`config.mk`:
```
export PLATFORM = sky130hd
export DESIGN_NAME = div_hilo_ctrl_flat
export DESIGN_NICKNAME = d
export VERILOG_FILES = /design/src/rtl/div_hilo_ctrl_if.sv /design/src/rtl/div_hilo_ctrl.sv /design/src/flat_wrapper.sv
export SDC_FILE = /design/constraint.sdc
export NUM_CORES = 1
export LEC_CHECK = 0
export BUFFER_PORTS_ARGS = -buffer_cell sky130_fd_sc_hd__buf_2
export CAP_MARGIN = 10
export CORE_MARGIN = 1
export CORE_UTILIZATION = 57
export CTS_BUF_LIST = sky130_fd_sc_hd__clkbuf_8 sky130_fd_sc_hd__clkbuf_16
export DETAILED_ROUTE_END_ITERATION = 8
export PLACE_DENSITY = 0.89
export SLEW_MARGIN = 5
export SYNTH_ARGS = -nofsm -noshare
export SYNTH_HDL_FRONTEND = slang
export SYNTH_SLANG_ARGS = --single-unit
```
`constraint.sdc`:
```
create_clock -name clock -period 5.7 [get_ports clock]
set_input_delay 0.285 -clock clock [delete_from_list [all_inputs] [get_ports clock]]
set_output_delay 0.285 -clock clock [all_outputs]
set_load 0.05 [all_outputs]
```
`src/rtl/div_hilo_ctrl_if.sv`:
```
// Request channel from the execute stage to the HI/LO divide sequencer.
interface div_hilo_ctrl_if;
  logic        req_valid;
  logic        req_ready;
  logic        req_signed;
  logic [31:0] req_a;
  logic [31:0] req_b;

  // Execute stage drives requests and observes ready.
  modport master (
    output req_valid,
    output req_signed,
    output req_a,
    output req_b,
    input  req_ready
  );

  // Sequencer accepts requests and drives ready.
  modport slave (
    input  req_valid,
    input  req_signed,
    input  req_a,
    input  req_b,
    output req_ready
  );
endinterface

```
`src/rtl/div_hilo_ctrl.sv`:
```
// HI/LO divide sequencer: accepts DIV/DIVU, drives an iterative restoring
// divider with operand magnitudes, sign-corrects the result into HI/LO and
// handles divide-by-zero plus mthi/mtlo writes.
// Optional build macro DIV_SHORTCUT_EN: when |a| < |b| the divider is skipped
// and the result (q=0, r=a) is written directly.
module div_hilo_ctrl #(
  parameter int unsigned DIV_CYCLES = 32
) (
  input  logic                   clock,
  input  logic                   reset,
  div_hilo_ctrl_if.slave         req,
  output logic                   div_start,
  output logic [31:0]            div_a,
  output logic [31:0]            div_b,
  input  logic [31:0]            div_q,
  input  logic [31:0]            div_r,
  input  logic                   hi_we,
  input  logic                   lo_we,
  input  logic [31:0]            wdata,
  output logic [31:0]            hi,
  output logic [31:0]            lo,
  output logic                   busy,
  output logic                   div_by_zero
);

  localparam int unsigned W     = 32;
  localparam int unsigned CNT_W = $clog2(DIV_CYCLES + 1);

  typedef enum logic [1:0] {
    IDLE   = 2'd0,
    START  = 2'd1,
    WAIT   = 2'd2,
    FINISH = 2'd3
  } state_t;

  state_t           state, state_nx;
  logic [CNT_W-1:0] cnt, cnt_nx;
  logic             neg_q, neg_q_nx;
  logic             neg_r, neg_r_nx;
  logic             zero_f, zero_nx;
  logic             short_f, short_nx;
  logic [W-1:0]     a_orig, a_orig_nx;
  logic [W-1:0]     div_a_nx, div_b_nx;
  logic [W-1:0]     hi_nx, lo_nx;
  logic             div_start_nx, dbz_nx, busy_nx, ready_nx;

  logic             accept;
  logic [W-1:0]     mag_a, mag_b;
  logic             short_c;

  // Handshake and operand magnitudes (|0x80000000| stays 0x80000000).
  always_comb begin
    accept = req.req_valid && req.req_ready;
    mag_a  = (req.req_signed && req.req_a[W-1]) ? W'(-req.req_a) : req.req_a;
    mag_b  = (req.req_signed && req.req_b[W-1]) ? W'(-req.req_b) : req.req_b;
`ifdef DIV_SHORTCUT_EN
    short_c = (req.req_b != '0) && (mag_a < mag_b);
`else
    short_c = 1'b0;
`endif
  end

  // Next-state, datapath and registered-output decode.
  always_comb begin
    state_nx  = state;
    cnt_nx    = cnt;
    neg_q_nx  = neg_q;
    neg_r_nx  = neg_r;
    zero_nx   = zero_f;
    short_nx  = short_f;
    a_orig_nx = a_orig;
    div_a_nx  = div_a;
    div_b_nx  = div_b;
    hi_nx     = hi_we ? wdata : hi;
    lo_nx     = lo_we ? wdata : lo;

    case (state)
      IDLE: begin
        if (accept) begin
          neg_q_nx  = req.req_signed & (req.req_a[W-1] ^ req.req_b[W-1]);
          neg_r_nx  = req.req_signed & req.req_a[W-1];
          div_a_nx  = mag_a;
          div_b_nx  = mag_b;
          a_orig_nx = req.req_a;
          zero_nx   = (req.req_b == '0);
          short_nx  = short_c;
          state_nx  = ((req.req_b == '0) || short_c) ? FINISH : START;
        end
      end
      START: begin
        cnt_nx   = CNT_W'(DIV_CYCLES);
        state_nx = WAIT;
      end
      WAIT: begin
        cnt_nx = cnt - CNT_W'(1);
        if (cnt <= CNT_W'(1)) begin
          state_nx = FINISH;
        end
      end
      FINISH: begin
        // Division result takes priority over a same-cycle mthi/mtlo.
        if (zero_f) begin
          lo_nx = '1;
          hi_nx = a_orig;
        end else if (short_f) begin
          lo_nx = '0;
          hi_nx = a_orig;
        end else begin
          lo_nx = neg_q ? W'(-div_q) : div_q;
          hi_nx = neg_r ? W'(-div_r) : div_r;
        end
        state_nx = IDLE;
      end
      default: state_nx = IDLE;
    endcase

    div_start_nx = (state_nx == START);
    dbz_nx       = (state_nx == FINISH) && zero_nx;
    busy_nx      = (state_nx != IDLE);
    ready_nx     = (state_nx == IDLE);
  end

  // State and output registers with synchronous reset.
  always_ff @(posedge clock) begin
    if (reset) begin
      state         <= IDLE;
      cnt           <= '0;
      neg_q         <= 1'b0;
      neg_r         <= 1'b0;
      zero_f        <= 1'b0;
      short_f       <= 1'b0;
      a_orig        <= '0;
      div_a         <= '0;
      div_b         <= '0;
      hi            <= '0;
      lo            <= '0;
      div_start     <= 1'b0;
      div_by_zero   <= 1'b0;
      busy          <= 1'b0;
      req.req_ready <= 1'b1;
    end else begin
      state         <= state_nx;
      cnt           <= cnt_nx;
      neg_q         <= neg_q_nx;
      neg_r         <= neg_r_nx;
      zero_f        <= zero_nx;
      short_f       <= short_nx;
      a_orig        <= a_orig_nx;
      div_a         <= div_a_nx;
      div_b         <= div_b_nx;
      hi            <= hi_nx;
      lo            <= lo_nx;
      div_start     <= div_start_nx;
      div_by_zero   <= dbz_nx;
      busy          <= busy_nx;
      req.req_ready <= ready_nx;
    end
  end

endmodule

```
`src/flat_wrapper.sv`:
```
// flat-port wrapper written by rule: the top's interface ports become plain ports
module div_hilo_ctrl_flat 
#(
  parameter int unsigned DIV_CYCLES = 32
)
  (clock, reset, div_start, div_a, div_b, div_q, div_r, hi_we, lo_we, wdata, hi, lo, busy, div_by_zero, req_req_valid, req_req_signed, req_req_a, req_req_b, req_req_ready);
  div_hilo_ctrl_if req_i ();
  input  logic clock;
  input  logic reset;
  output logic div_start;
  output logic [31:0] div_a;
  output logic [31:0] div_b;
  input  logic [31:0] div_q;
  input  logic [31:0] div_r;
  input  logic hi_we;
  input  logic lo_we;
  input  logic [31:0] wdata;
  output logic [31:0] hi;
  output logic [31:0] lo;
  output logic busy;
  output logic div_by_zero;
  input wire logic [$bits(req_i.req_valid)-1:0] req_req_valid;
  input wire logic [$bits(req_i.req_signed)-1:0] req_req_signed;
  input wire logic [$bits(req_i.req_a)-1:0] req_req_a;
  input wire logic [$bits(req_i.req_b)-1:0] req_req_b;
  output wire logic [$bits(req_i.req_ready)-1:0] req_req_ready;
  assign req_i.req_valid = req_req_valid;
  assign req_i.req_signed = req_req_signed;
  assign req_i.req_a = req_req_a;
  assign req_i.req_b = req_req_b;
  assign req_req_ready = req_i.req_ready;
  div_hilo_ctrl #(.DIV_CYCLES(DIV_CYCLES)) u_core (.clock(clock), .reset(reset), .req(req_i), .div_start(div_start), .div_a(div_a), .div_b(div_b), .div_q(div_q), .div_r(div_r), .hi_we(hi_we), .lo_we(lo_we), .wdata(wdata), .hi(hi), .lo(lo), .busy(busy), .div_by_zero(div_by_zero));
endmodule
```
==> impl_results.md <==
- TritonCTS clock tree: done
- EDFF count, synth: 0
- CP Launch Type: flop
- Tcrit/Tclk final: 0.4663
- Area Overhead vs Synth: 20.21%
- Synth async-reset ratio: 0
- Worst stage delay on the critical path: around 0.55 ns
- First-pass GRT wire length: 50710 um
- Tot Pwr: about 4700 uW
- Worst R2R Start: u_core.state[1]
- Routed wire length: about 32000 um
- WS Path Type: reg -> reg
- Worst VDD drop: approximately 0.00033 V
- Worst Tran Pin Value: 1.038 ns
- Layout cells sized above 1: 0.2441
- Final Core Density: 0.7055
- Endpoint class of the critical path: flop
- Post-CTS Resized: 0
- Leak: about 0.0051 uW
- Placer congestion estimate: roughly 0.93
- F_max: 376.2 MHz
- RSZ-0062 raised after global routing: no
- Die height: between 100 and 150 um
- Die area: approximately 18000 sq um
- Avg Cell Area, Syn: 7.954 sq um
- Port buffer count: ~300
- Via count: between 10000 and 15000
- Core box area: ~17000 sq um
- Endpoints failing setup: 0
- Max-Cap Viols: 0
- Die Wd: 135.9 um
- GR Util All Layers: 0.3451
- Global route overflow: 0
- Total CTS buffers: 17
- Slowest-stage cell, CP: nor2_2
- Max Buffers Root-to-Sink: 2
- Fin. Hold Viols: 0
- Final worst path period need: about 2.7 ns
- Initial Util: 0.5869
- DRT iter0 DRCs: 930
- Seq cells post-synth: ~170
- Status: complete, no violations
- # DRC: 0
- I/O pin total: between 200 and 300
- Clock skew: 0.01236 ns
- CP arrival: 2.92 ns
- Setup TNS: 0 ns
- Row count: 48
- DR WL/cell: ~18 um
- Initial antenna violation count: 0
- CTS H-tree depth: 4
- Vias per Instance: about 6.2
- Hold Path Class: in -> reg
- Max Transition Viols Final: 0
- Predominant post-synthesis flop cell: dfxtp_1
- Detail Route Antenna Nets: 0
- Clk pin slew, worst setup/hold paths: around 0.07 ns
- CP Max Fanout: 69
- Critical path launch point: u_core.state[1]
- Ys Warns: 0
- Data required time of the worst path: 5.96 ns
- Root Driver: clkbuf_16
- Post-synth net total: between 1000 and 1500
- Sequential cell area fraction in the yosys report: 0.3408
- Power Density: slightly below 400 nW/um^2
- Fillcell total: 1429
- Largest net degree at the start of global routing: 85
- Crit-path most repeated cell: buf_4
- Max-Slew Margin vs Limit: 0.3083
- Sink Count: between 150 and 200
- Mapped cell area: roughly 10000 sq um
- CTS hold repair buffers: 0
- Drt pass-1 iters: 7
- Worst Hold Launch: req_req_b[27]
- CP cell instances: ha_2 -> buf_4 -> clkinv_1 -> nor2_2 -> buf_4 -> a221oi_1
- Clk Latency, worst-skew pair: 0.44 ns
- # nets final: around 1700
- Mapped Cells: 1285
- Vias in the first global route: around 9700
- Library cells used by synthesis: between 70 and 80
- Hpwl dp: around 23000 um
- Post-CTS Setup Bufs: 0
==> cell usage after synthesis, drive strengths merged, types with 34 or more instances <==
cell,n,area [sq um]
xor2,56,490.5
inv,37,138.9
nor3,34,175.2
o21ai,56,280.3
clkbuf,91,341.6
nand2,127,476.7
a21oi,101,505.5
nor2,124,465.5
mux2i,56,560.5
a211oi,76,570.6
dfxtp,174,3483
==> power breakdown <==
part	total [uW]	leakage (uW)	switching, uW	internal [uW]
clock	1180	0.000298	489	689
combinational	1930	0.00335	1390	541
sequential	1610	0.00143	148	1470
==> routing by layer <==
layer / vias to the layer above / GRT usage / wire [um]
li1: 5163 / - / -
met2: 551 / 0.5496 / 14750
met3: 60 / 0.06711 / 2951
met1: 5037 / 0.4625 / 13550
met4: 0 / 0.1241 / 851
met5: - / 0 / 0
==> final timing paths <==
path | end | slack [ns] | cells past startpoint
worst min register to register | u_core.a_orig[10] | 0.45 | 2
worst min-delay path | u_core.div_b[27] | 0.13 | 2
worst max-delay path | u_core.lo[7] | 3.04 | 6
worst max register to register | u_core.lo[7] | 3.04 | 6
==> cell families after synthesis <==
family / count (synthesis) / share of synthesized area
simple gates: 443 / 0.2180
compound gates: 369 / 0.2405
flops: 174 / 0.3408
buf+inv: 141 / 0.05252
xor+xnor: 83 / 0.07112
mux: 65 / 0.06476
fa+ha+maj: 10 / 0.01224
==> registers in the layout (all words and copies together) (netlist names) <==
signal,count
u_core.div_start,1
u_core.lo,32
u_core.div_a,32
u_core.neg_q,1
u_core.zero_f,1
u_core.hi,32
u_core.div_by_zero,1
u_core.state,2
u_core.neg_r,1
u_core.div_b,32
u_core.a_orig,31
u_core.busy,1
u_core.cnt,6
u_core.req.req_ready,1
==> placed cells by master (no fill, tap or decap), types with 21 or more instances in the layout <==
cell      netlist  layout
buf_2           3     296
dfxtp_1       174     173
nand2_1       127     127
nor2_1        124     123
a21oi_1       101     101
a211oi_1       76      76
xor2_1         56      56
o21ai_0        56      56
mux2i_1        56      56
inv_1          37      39
nor3_1         33      33
xnor2_1        27      27
nor4_1         25      25
o31ai_1        25      25
a221oi_1       21      21
==> cell type report <==
type	instances	area, sq um	area share
clock buffers	21	480.5	0.03910
clock inverters	10	115.1	0.009369
flip-flops and latches	174	3485	0.2836
inverters	38	142.6	0.01161
multi-input cells	970	6216	0.5059
repair buffers	307	1564	0.1273
diodes	1	2.502	0.0002037
well taps	225	281.5	0.02291
==> critical path, delay by kind of cell, from the launching register on <==
| family | cells | cell delay, ns |
|---|---|---|
| buffers and inverters | 3 | 1.15 |
| flip-flops | 1 | 0.38 |
| adder cells (fa/ha/maj) | 1 | 0.18 |
| AO/OA/AOI/OAI | 1 | 0.16 |
| AND/OR/NAND/NOR | 1 | 0.55 |
==> per-stage QoR <==
stage	hold slack [ns]	instances	worst slack (ns)	area (sq um)
floorplan	0.4044	1285	3.491	10220
global placement	0.4395	1714	3.197	11690
detailed placement	0.4475	1714	3.095	11690
CTS	0.1096	1745	3.121	12280
global route	0.1316	1745	2.866	12280
finish	0.1250	1746	3.042	12290
Power figures use the tool's default switching activity.
